### config.mk
export PLATFORM = sky130hd
export DESIGN_NAME = bus_xfer_ctrl
export DESIGN_NICKNAME = d
export VERILOG_FILES = /design/src/rtl/bus_xfer_ctrl.sv
export SDC_FILE = /design/constraint.sdc
export NUM_CORES = 1
export LEC_CHECK = 0
export CAP_MARGIN = 10
export CORE_MARGIN = 2
export CORE_UTILIZATION = 45
export CTS_BUF_LIST = sky130_fd_sc_hd__clkbuf_8
export CTS_CLUSTER_SIZE = 20
export DETAILED_ROUTE_END_ITERATION = 16
export MAX_ROUTING_LAYER = met4
export PLACE_DENSITY = 0.77
export SLEW_MARGIN = 25
export SYNTH_ARGS = -nofsm -noshare
export SYNTH_HDL_FRONTEND = slang
export SYNTH_SLANG_ARGS = --single-unit
### constraint.sdc
create_clock -name clk -period 1.4 [get_ports clk]
set_clock_uncertainty 0.1 [all_clocks]
set_input_delay 0.21 -clock clk [delete_from_list [all_inputs] [get_ports clk]]
set_output_delay 0.21 -clock clk [all_outputs]
set_load 0.1 [all_outputs]
### src/rtl/bus_xfer_ctrl.sv
// Register-to-register move controller for a shared tri-state bus.
// Queues move requests and sequences each one as DRIVE, LATCH, GAP.
module bus_xfer_ctrl #(
  parameter int unsigned DEPTH = 2
) (
  input  logic       clk,
  input  logic       reset,
  input  logic       req_valid,
  input  logic [1:0] req_src,
  input  logic [1:0] req_dst,
  output logic       req_ready,
  input  logic [3:0] bus,
  output logic [3:0] output_enable,
  output logic [3:0] load,
  output logic       busy,
  output logic       done,
  output logic [3:0] xfer_data,
  output logic       err
);

  localparam int unsigned AW = $clog2(DEPTH);

  typedef enum logic [1:0] {
    StIdle,
    StDrive,
    StLatch,
    StGap
  } state_e;

  state_e state_q, state_d;

  logic [AW:0]   wr_ptr_q, rd_ptr_q;
  logic [1:0]    src_mem_q [DEPTH];
  logic [1:0]    dst_mem_q [DEPTH];
  logic [1:0]    cur_src_q, cur_dst_q;
  logic [3:0]    xfer_data_q;
  logic          err_q;

  logic          empty, full;
  logic          accept, legal, push, pop;

  // Extra pointer bit separates full (MSBs differ) from empty (all equal).
  assign empty  = (wr_ptr_q == rd_ptr_q);
  assign full   = (wr_ptr_q[AW] != rd_ptr_q[AW]) &&
                  (wr_ptr_q[AW-1:0] == rd_ptr_q[AW-1:0]);

  assign legal  = (req_src != req_dst);
  assign accept = req_valid && req_ready && !reset;
  assign push   = accept && legal;
  assign pop    = (state_q == StIdle) && !empty && !reset;

  always_comb begin
    state_d = state_q;
    unique case (state_q)
      StIdle:  if (!empty) state_d = StDrive;
      StDrive: state_d = StLatch;
      StLatch: state_d = StGap;
      StGap:   state_d = StIdle;
      default: state_d = StIdle;
    endcase
  end

  always_ff @(posedge clk) begin
    if (reset) begin
      state_q     <= StIdle;
      wr_ptr_q    <= '0;
      rd_ptr_q    <= '0;
      cur_src_q   <= '0;
      cur_dst_q   <= '0;
      xfer_data_q <= '0;
      err_q       <= 1'b0;
    end else begin
      state_q <= state_d;
      err_q   <= accept && !legal;
      if (push) wr_ptr_q <= wr_ptr_q + {{AW{1'b0}}, 1'b1};
      if (pop) begin
        rd_ptr_q  <= rd_ptr_q + {{AW{1'b0}}, 1'b1};
        cur_src_q <= src_mem_q[rd_ptr_q[AW-1:0]];
        cur_dst_q <= dst_mem_q[rd_ptr_q[AW-1:0]];
      end
      if (state_q == StLatch) xfer_data_q <= bus;
    end
  end

  // Queue storage needs no reset; occupancy is tracked by the pointers.
  always_ff @(posedge clk) begin
    if (push) begin
      src_mem_q[wr_ptr_q[AW-1:0]] <= req_src;
      dst_mem_q[wr_ptr_q[AW-1:0]] <= req_dst;
    end
  end

  always_comb begin
    output_enable = 4'b0000;
    load          = 4'b0000;
    done          = 1'b0;
    busy          = 1'b0;
    err           = 1'b0;
    req_ready     = 1'b1;
    if (!reset) begin
      req_ready = !full;
      busy      = (state_q != StIdle) || !empty;
      err       = err_q;
      unique case (state_q)
        StDrive: output_enable = 4'b0001 << cur_src_q;
        StLatch: begin
          output_enable = 4'b0001 << cur_src_q;
          load          = 4'b0001 << cur_dst_q;
        end
        StGap:   done = 1'b1;
        default: ;
      endcase
    end
  end

  assign xfer_data = reset ? 4'h0 : xfer_data_q;

endmodule

==> impl_metrics.csv, run 1 <==
group,metric,value,unit
sta,grt-worst-endpoint,"output_enable[1]",
clock_tree,cts_max_level,1,
yosys,synthDistinctLibCells,27,
sta,worstEpCategory,"primary output",
yosys,yosysWarnings,0,
run_status,status,"stopped before the end",
clock_tree,cts-root-buf,"clkbuf_8",
yosys,seq_area_frac_synth,48.9,%
floorplan,pin_count,27,
placement,gp_congestion,0.743,
yosys,postSynthCellCount,101,
placement,io_buffers,26,
placement,dp_hpwl,2200,um
clock_tree,numClockSinks,23,
floorplan,initial_core_util,48.5,%
run_status,firstError,"[ERROR DPL-0038] Utilization greater than 100%, impossible to legalize",
floorplan,dieWidth,53.6,um
clock_tree,holdBufCountCts,0,
yosys,syn_avg_cell_area,10.9,um^2
yosys,syn_area,0.00110,mm^2
floorplan,row_count,17,
clock_tree,numCtsBuffers,3,
global_route,grt_max_degree,14,
clock_tree,clockBufferDepth,2,
run_status,haltStage,"5_1_grt",
yosys,ys_ff_latch,23,
yosys,synth_nets,116,
floorplan,dieHeight,53.6,um
==> per-stage QoR <==
stage / utilization (%) / area (um^2) / setup TNS [ns] / instances / worst slack, ns
3_3_place_gp: 86.9 / 1980 / -3.36 / 174 / -0.346
4_1_cts: 95.9 / 2180 / -4.06 / 187 / -0.381
2_1_floorplan: - / 1360 / -4.14 / 101 / -0.629
3_5_place_dp: 86.9 / 1980 / -4.39 / 174 / -0.425
==> Yosys cell counts (all sizes together) <==
master / number / share of area (%)
o21ai: 2 / 0.91
xnor2: 4 / 3.9
nor2: 16 / 5.4
or3: 2 / 1.1
inv: 3 / 1.0
a21boi: 1 / 1.0
a21oi: 2 / 0.91
and4b: 2 / 1.8
nor2b: 7 / 4.0
xor2: 3 / 3.1
a211oi: 5 / 3.4
mux2i: 9 / 8.2
o221ai: 1 / 1.4
buf: 1 / 1.0
edfxtp: 8 / 22
nor4bb: 4 / 3.6
nand2: 2 / 0.68
clkbuf: 4 / 1.4
a31oi: 1 / 0.57
nor4b: 2 / 1.6
ha: 4 / 4.5
nor3: 1 / 0.45
dfxtp: 15 / 27
nand3: 1 / 0.45
a211o: 1 / 0.79
==> repair_timing <==
| item | 4_1_cts |
|---|---|
| resized for setup | 21 |
| setup buffers | 9 |
| hold endpoints to repair | 0 |
| pin swaps | 12 |
| endpoints found under the setup margin | 24 |
==> cell families after synthesis <==
| kind of cell | after synthesis | share of synthesized area, % |
|---|---|---|
| buffers and inverters | 8 | 3.40 |
| adders and majority gates | 4 | 4.53 |
| DFF | 23 | 48.9 |
| AOI/OAI and AO/OA | 13 | 8.95 |
| xor gates and xnor gates | 7 | 6.91 |
| and+or+nand+nor | 37 | 19.1 |
| muxes | 9 | 8.15 |
==> run 2, diff against run 1 <==
==> config.mk (replaced) <==
export PLATFORM = sky130hd
export DESIGN_NAME = bus_xfer_ctrl
export DESIGN_NICKNAME = d
export VERILOG_FILES = /design/src/rtl/bus_xfer_ctrl.sv
export SDC_FILE = /design/constraint.sdc
export NUM_CORES = 1
export LEC_CHECK = 0
export CAP_MARGIN = 10
export CORE_AREA = 2 2 63 65
export DETAILED_ROUTE_END_ITERATION = 16
export DIE_AREA = 0 0 65 67
export PLACE_DENSITY_LB_ADDON = 0.15
export SLEW_MARGIN = 25
export SYNTH_ARGS = -nofsm -noshare
export SYNTH_HDL_FRONTEND = slang
export SYNTH_SLANG_ARGS = --single-unit
==> constraint.sdc (replaced) <==
create_clock -name clk -period 1.8 [get_ports clk]
set_clock_uncertainty 0.1 [all_clocks]
set_input_delay 0.27 -clock clk [delete_from_list [all_inputs] [get_ports clk]]
set_output_delay 0.27 -clock clk [all_outputs]
set_load 0.1 [all_outputs]
==> run 2 against run 1 <==
Synthesized cell count stayed put. The flow now finishes, with violations (setup timing). Area after synthesis stayed put.
==> impl_metrics.csv, run 2 <==
group,metric,value,unit
sta,slew_violations,0,
global_route,grt_pass1_wl,4020,um
yosys,synthFlopType,"dfxtp_1",
floorplan,pin_count,27,
sta,fin_ws,-0.0280,ns
yosys,synth_nets,116,
min_path,hold_path_class,"flip-flop to flip-flop",
floorplan,initial_core_util,30.6,%
clock_tree,cts_max_level,1,
run,drv_cap,0,
clock_tree,cts-root-buf,"clkbuf_8",
yosys,ys_ff_latch,23,
yosys,async_reset_ff_share,0,%
clock_tree,cts_tree,"built",
layout,final_cells,193,
critical_path,critPathKind,"flip-flop to output port",
sta,setup_viol,1,
yosys,synth_edf_count,8,
yosys,synth_area_leaders,"dfxtp_1, edfxtp_1, mux2i_1, nor2_1, ha_1",
layout,layout_commonest_cell,"buf_12",
critical_path,crit_end,"output_enable[0]",
placement,dp_hpwl,1880,um
global_route,grt_usage,12.2,%
power,leakage,0.000708,uW
global_route,antenna_found_initial,0,
detailed_routing,via_per_inst,4.62,
critical_path,r2r_start,"rd_ptr_q[1]",
detailed_routing,first_pass_iters,2,
detailed_routing,post_drt_wl_per_cell,12.4,um
layout,n_antenna_cell,0,
sta,relSlewSlack,71.6,%
global_route,overflow,0,
placement,dpl.cell_count,182,
sta,timing.fmax,0.547,GHz
yosys,synth_area_leader_cell,"dfxtp_1",
layout,nNetsFinal,161,
detailed_routing,ant_nets,0,
floorplan,core-area,0.00361,mm^2
global_route,grt_max_degree,22,
run_status,status,"finished with violations",
sta,max_slew.worst_pin.slew,0.423,ns
critical_path,cp_cell_sequence,"inv_4, ha_4, nor4b_4, buf_12",
critical_path,reg2reg_slack,0.27,ns
global_route,first_global_vias,883,
critical_path,crit_start,"state_q[1]",
clock_tree,numClockSinks,23,
floorplan,row_count,22,
detailed_routing,drc,0,
power,pwr-share-comb,54.0,%
floorplan,die_area,0.00436,mm^2
clock_tree,clockBufferDepth,2,
critical_path,critical_path.max_stage_delay,0.37,ns
run_status,violations,"setup timing",
yosys,synth_top_area_share,27.2,%
yosys,synth.cells.most_frequent,"nor2_1, dfxtp_1, mux2i_1",
sta,grt_setup_unrepaired,"yes",
layout,final_cell_mix,"buf_12, nor2_1, buf_4",
detailed_routing,drt_iter0_markers,16,
yosys,synthDistinctLibCells,27,
critical_path,critPathLaunchType,"flip-flop",
floorplan,dieWidth,65,um
yosys,yosysMostFrequentCell,"nor2_1",
clock_tree,clk_pin_slew_worst_paths,0.08,ns
clock_tree,insertion_delay,0.26,ns
yosys,seq_area_frac_synth,48.9,%
sta,fin_hold_ws,0.386,ns
floorplan,dieHeight,67,um
yosys,postSynthCellCount,101,
detailed_routing,via_count,891,
power,cellPowerDensity,1260,mW/mm^2
power,p_int,1460,uW
layout,drive_gt1_share,45.5,%
power,clockPowerShare,12.9,%
yosys,yosysWarnings,0,
power,seqPwrFrac,33.2,%
power,finalPower,2470,uW
power,p_switching,1000,uW
yosys,syn_area,0.00110,mm^2
placement,io_buffers,26,
detailed_routing,routed_wl,2400,um
placement,gp_congestion,0.704,
clock_tree,numCtsBuffers,3,
sta,fin_crit,1.83,ns
critical_path,worstSetupEndpointType,"output port",
power,power_switching_share,40.7,%
critical_path,reg2reg_depth,5,
sta,finalHoldViolCount,0,
layout,syn2layout_area_growth,77.5,%
critical_path,cp.required,1.43,ns
critical_path,critPathSlowestCell,"dfxtp_4",
critical_path,reg2reg_to,"cur_src_q[0]",
clock_tree,holdBufCountCts,0,
critical_path,crit_arrival,1.46,ns
sta,period_share,102,%
power,ir_drop,0.000538,V
yosys,syn_avg_cell_area,10.9,um^2
critical_path,cp_max_fo,5,
==> run 2: layout make-up <==
type,instances,area (um^2)
inverter,3,16.3
multi-input combinational,70,683
tap,48,60.1
timing repair buffer,45,599
clock inverter,1,5.00
fill,308,1650
clock buffer,3,41.3
sequential,23,556
==> run 2: how the worst min path moves through the flow <==
stage,slack [ns],depth (start not counted),from,to
2_1_floorplan,0.27,0,req_dst[0],dst_mem_q[0][0]
3_3_place_gp,0.37,2,xfer_data_q[3],xfer_data_q[3]
3_5_place_dp,0.38,2,xfer_data_q[3],xfer_data_q[3]
4_1_cts,0.40,2,xfer_data_q[3],xfer_data_q[3]
5_1_grt,0.43,2,rd_ptr_q[1],rd_ptr_q[1]
6_report,0.39,2,xfer_data_q[3],xfer_data_q[3]
==> run 2: routing by layer <==
metal  vias up  share of wire (%)  track usage (%)
li1        450                  -                -
met1       417                 39             12.8
met2        22                 55             23.2
met3         2                4.8             2.36
met4         0               0.83             5.59
met5         -                  0                0
==> run 2: cells by family after synthesis <==
family	after synthesis	share of synthesized area [%]
adder cells (fa/ha/maj)	4	4.53
flip-flops	23	48.9
AND/OR/NAND/NOR	37	19.1
buffers and inverters	8	3.40
multiplexers	9	8.15
AO/OA/AOI/OAI	13	8.95
XOR/XNOR	7	6.91
==> run 2: per-stage QoR <==
stage / setup WS (ns) / util, % / area (um^2) / TNS [ns]
after floorplan: -0.502 / - / 1260 / -3.19
after global placement: -0.0920 / 50.2 / 1810 / -1.03
after detailed placement: -0.123 / 50.2 / 1810 / -1.36
after CTS: -0.0231 / 53.4 / 1930 / -0.0433
after global routing: -0.0926 / 54.4 / 1960 / -0.378
final: -0.0280 / 54.4 / 1960 / -0.0280
==> run 2: repair_timing <==
action | CTS | global route
buffers inserted | 5 | 2
setup endpoints to repair | 9 | 10
gates cloned | 0 | 0
gates resized for setup | 6 | 4
pin swaps | 0 | 2
==> run 2: critical path: cells and delay by family (launching register included) <==
family        cells  cell delay, ns
flops             1            0.37
buf+inv           2            0.26
fa+ha+maj         1            0.28
simple gates      1            0.28
==> run 2: power groups by stage <==
| stage | Combinational, uW | Sequential (uW) | Clock (uW) |
|---|---|---|---|
| global placement | 1180 | 819 | 0 |
| global route | 1410 | 836 | 357 |
| finish | 1330 | 818 | 317 |
| CTS | 1290 | 817 | 335 |
| detailed placement | 1200 | 826 | 0 |
| floorplan | 892 | 783 | 0 |
(Power assumes the default switching activity.)
==> run 3, diff against run 2 <==
==> constraint.sdc (replaced) <==
create_clock -name clk -period 2.1 [get_ports clk]
set_clock_uncertainty 0.1 [all_clocks]
set_input_delay 0.315 -clock clk [delete_from_list [all_inputs] [get_ports clk]]
set_output_delay 0.315 -clock clk [all_outputs]
set_load 0.1 [all_outputs]
==> run 3 against run 2 <==
Core utilization fell by 5.1 points. The run now ends clean. Largest cell class unchanged. Global-route usage fell by 0.90 points. Wire length shrank 9.7%. First-iteration DRC count increased by 81%. Count of clock-buffer cells in the layout stayed put. Highest routed layer is now met3.
==> impl_metrics.csv, run 3 (same netlist as run 2, synthesis figures left out) <==
group,metric,value,unit
run_status,status,"finished, final reports clean",
power,seqPwrFrac,35.0,%
placement,gp_congestion,0.732,
global_route,first_global_vias,854,
floorplan,core-area,0.00361,mm^2
power,cellPowerDensity,1110,mW/mm^2
global_route,overflow,0,
layout,final_cell_mix,"buf_12, nor2_1, dfxtp_1",
global_route,grt_pass1_wl,3830,um
detailed_routing,drt-met1-wl,912,um
sta,timing.fmax,0.509,GHz
layout,layout_commonest_cell,"buf_12",
clock_tree,post_cts_buffers,0,
clock_tree,cts_max_level,1,
power,clockPowerShare,13.7,%
global_route,grt_max_degree,30,
critical_path,critPathKind,"primary input to output port",
floorplan,die_area,0.00436,mm^2
layout,syn2layout_area_growth,60.7,%
sta,max_slew.worst_pin.slew,0.465,ns
sta,grt_setup_unrepaired,"no",
run,drv_cap,0,
layout,nNetsFinal,144,
detailed_routing,post_drt_wl_per_cell,12.3,um
clock_tree,cts-root-buf,"clkbuf_8",
global_route,grt_usage,11.3,%
detailed_routing,routed_wl,2170,um
critical_path,critPathSlowestCell,"clkdlybuf4s50_1",
clock_tree,numCtsBuffers,3,
placement,dp_hpwl,1670,um
critical_path,critPathLaunchType,"primary input",
layout,drive_gt1_share,31.3,%
detailed_routing,ant_nets,0,
power,p_switching,821,uW
detailed_routing,via_count,817,
power,pwr-share-comb,51.3,%
clock_tree,insertion_delay,0.26,ns
critical_path,critical_path.max_stage_delay,0.47,ns
min_path,hold_path_class,"flip-flop to flip-flop",
sta,finalHoldViolCount,0,
detailed_routing,drt_iter0_markers,29,
floorplan,pin_count,27,
floorplan,row_count,22,
layout,n_antenna_cell,0,
detailed_routing,via_per_inst,4.64,
floorplan,initial_core_util,30.6,%
floorplan,dieHeight,67,um
floorplan,dieWidth,65,um
power,finalPower,1970,uW
power,ir_drop,0.000488,V
global_route,antenna_found_initial,0,
power,power_switching_share,41.8,%
clock_tree,cts_tree,"built",
critical_path,cp_cell_sequence,"clkdlybuf4s50_1, buf_12, nor4bb_4, buf_12",
sta,relSlewSlack,68.9,%
critical_path,cp.required,1.68,ns
critical_path,worstSetupEndpointType,"output port",
detailed_routing,highest_layer,"met3",
critical_path,path_common_cell,"buf_12",
detailed_routing,drc,0,
sta,slew_violations,0,
clock_tree,clk_pin_slew_worst_paths,0.08,ns
power,leakage,0.000608,uW
detailed_routing,first_pass_iters,4,
clock_tree,clockBufferDepth,2,
placement,io_buffers,26,
clock_tree,holdBufCountCts,0,
critical_path,cp_max_fo,29,
clock_tree,numClockSinks,23,
power,p_int,1140,uW
clock_tree,cts_resized,0,
detailed_routing,wl_met2,1170,um
critical_path,cp.buffers_inverters,3,
layout,fin_util,49.2,%
sta,setup_viol,0,
detailed_routing,wl_met3,85,um
sta,fin_crit,1.96,ns
critical_path,crit_arrival,1.55,ns
sta,period_share,93.6,%
critical_path,path_delay_family,"buffers and inverters",
==> run 3: area by class of cell <==
class                      instances  area (um^2)
tap                               48         60.1
multi-input combinational         70          659
timing repair buffer              28          448
inverter                           3         16.3
clock inverter                     1         5.00
fill                             316         1830
clock buffer                       3         41.3
sequential                        23          546
==> run 3: worst paths after layout <==
path / start / endpoint / slack (ns) / cells past startpoint
setup / recovery: reset / output_enable[1] / 0.14 / 4
hold / removal: xfer_data_q[0] / xfer_data_q[0] / 0.39 / 2
setup reg to reg: wr_ptr_q[1] / src_mem_q[0][0] / 0.37 / 3
hold reg to reg: xfer_data_q[0] / xfer_data_q[0] / 0.39 / 2
==> run 3: through the flow <==
step                hold slack (ns)  area [um^2]  worst slack, ns  cells  setup TNS (ns)
CTS                           0.399         1780            0.112    176               0
finish                        0.390         1780            0.135    176               0
global placement              0.366         1730            0.133    172               0
floorplan                     0.314         1260           -0.228    101           -1.22
global route                  0.449         1780           0.0697    176               0
detailed placement            0.378         1730            0.104    172               0
==> run 3: worst min-delay path: cells and delay by family (launching register included) <==
family | cells | cell delay (ns)
flip-flops | 1 | 0.32
multiplexers | 1 | 0.06
AND/OR/NAND/NOR | 1 | 0.07
==> run 3: per-layer routing <==
metal	vias up	track usage, %
met5	-	0
met4	0	2.39
met3	0	2.87
met2	19	21.6
met1	382	12.4
li1	416	-
==> run 3: power groups by stage <==
stage          clock network, uW  registers (uW)  logic [uW]
3_5_place_dp                   0             701        1020
6_report                     269             689        1010
2_1_floorplan                  0             674         764
3_3_place_gp                   0             696        1000
5_1_grt                      299             707        1080
4_1_cts                      279             691        1020
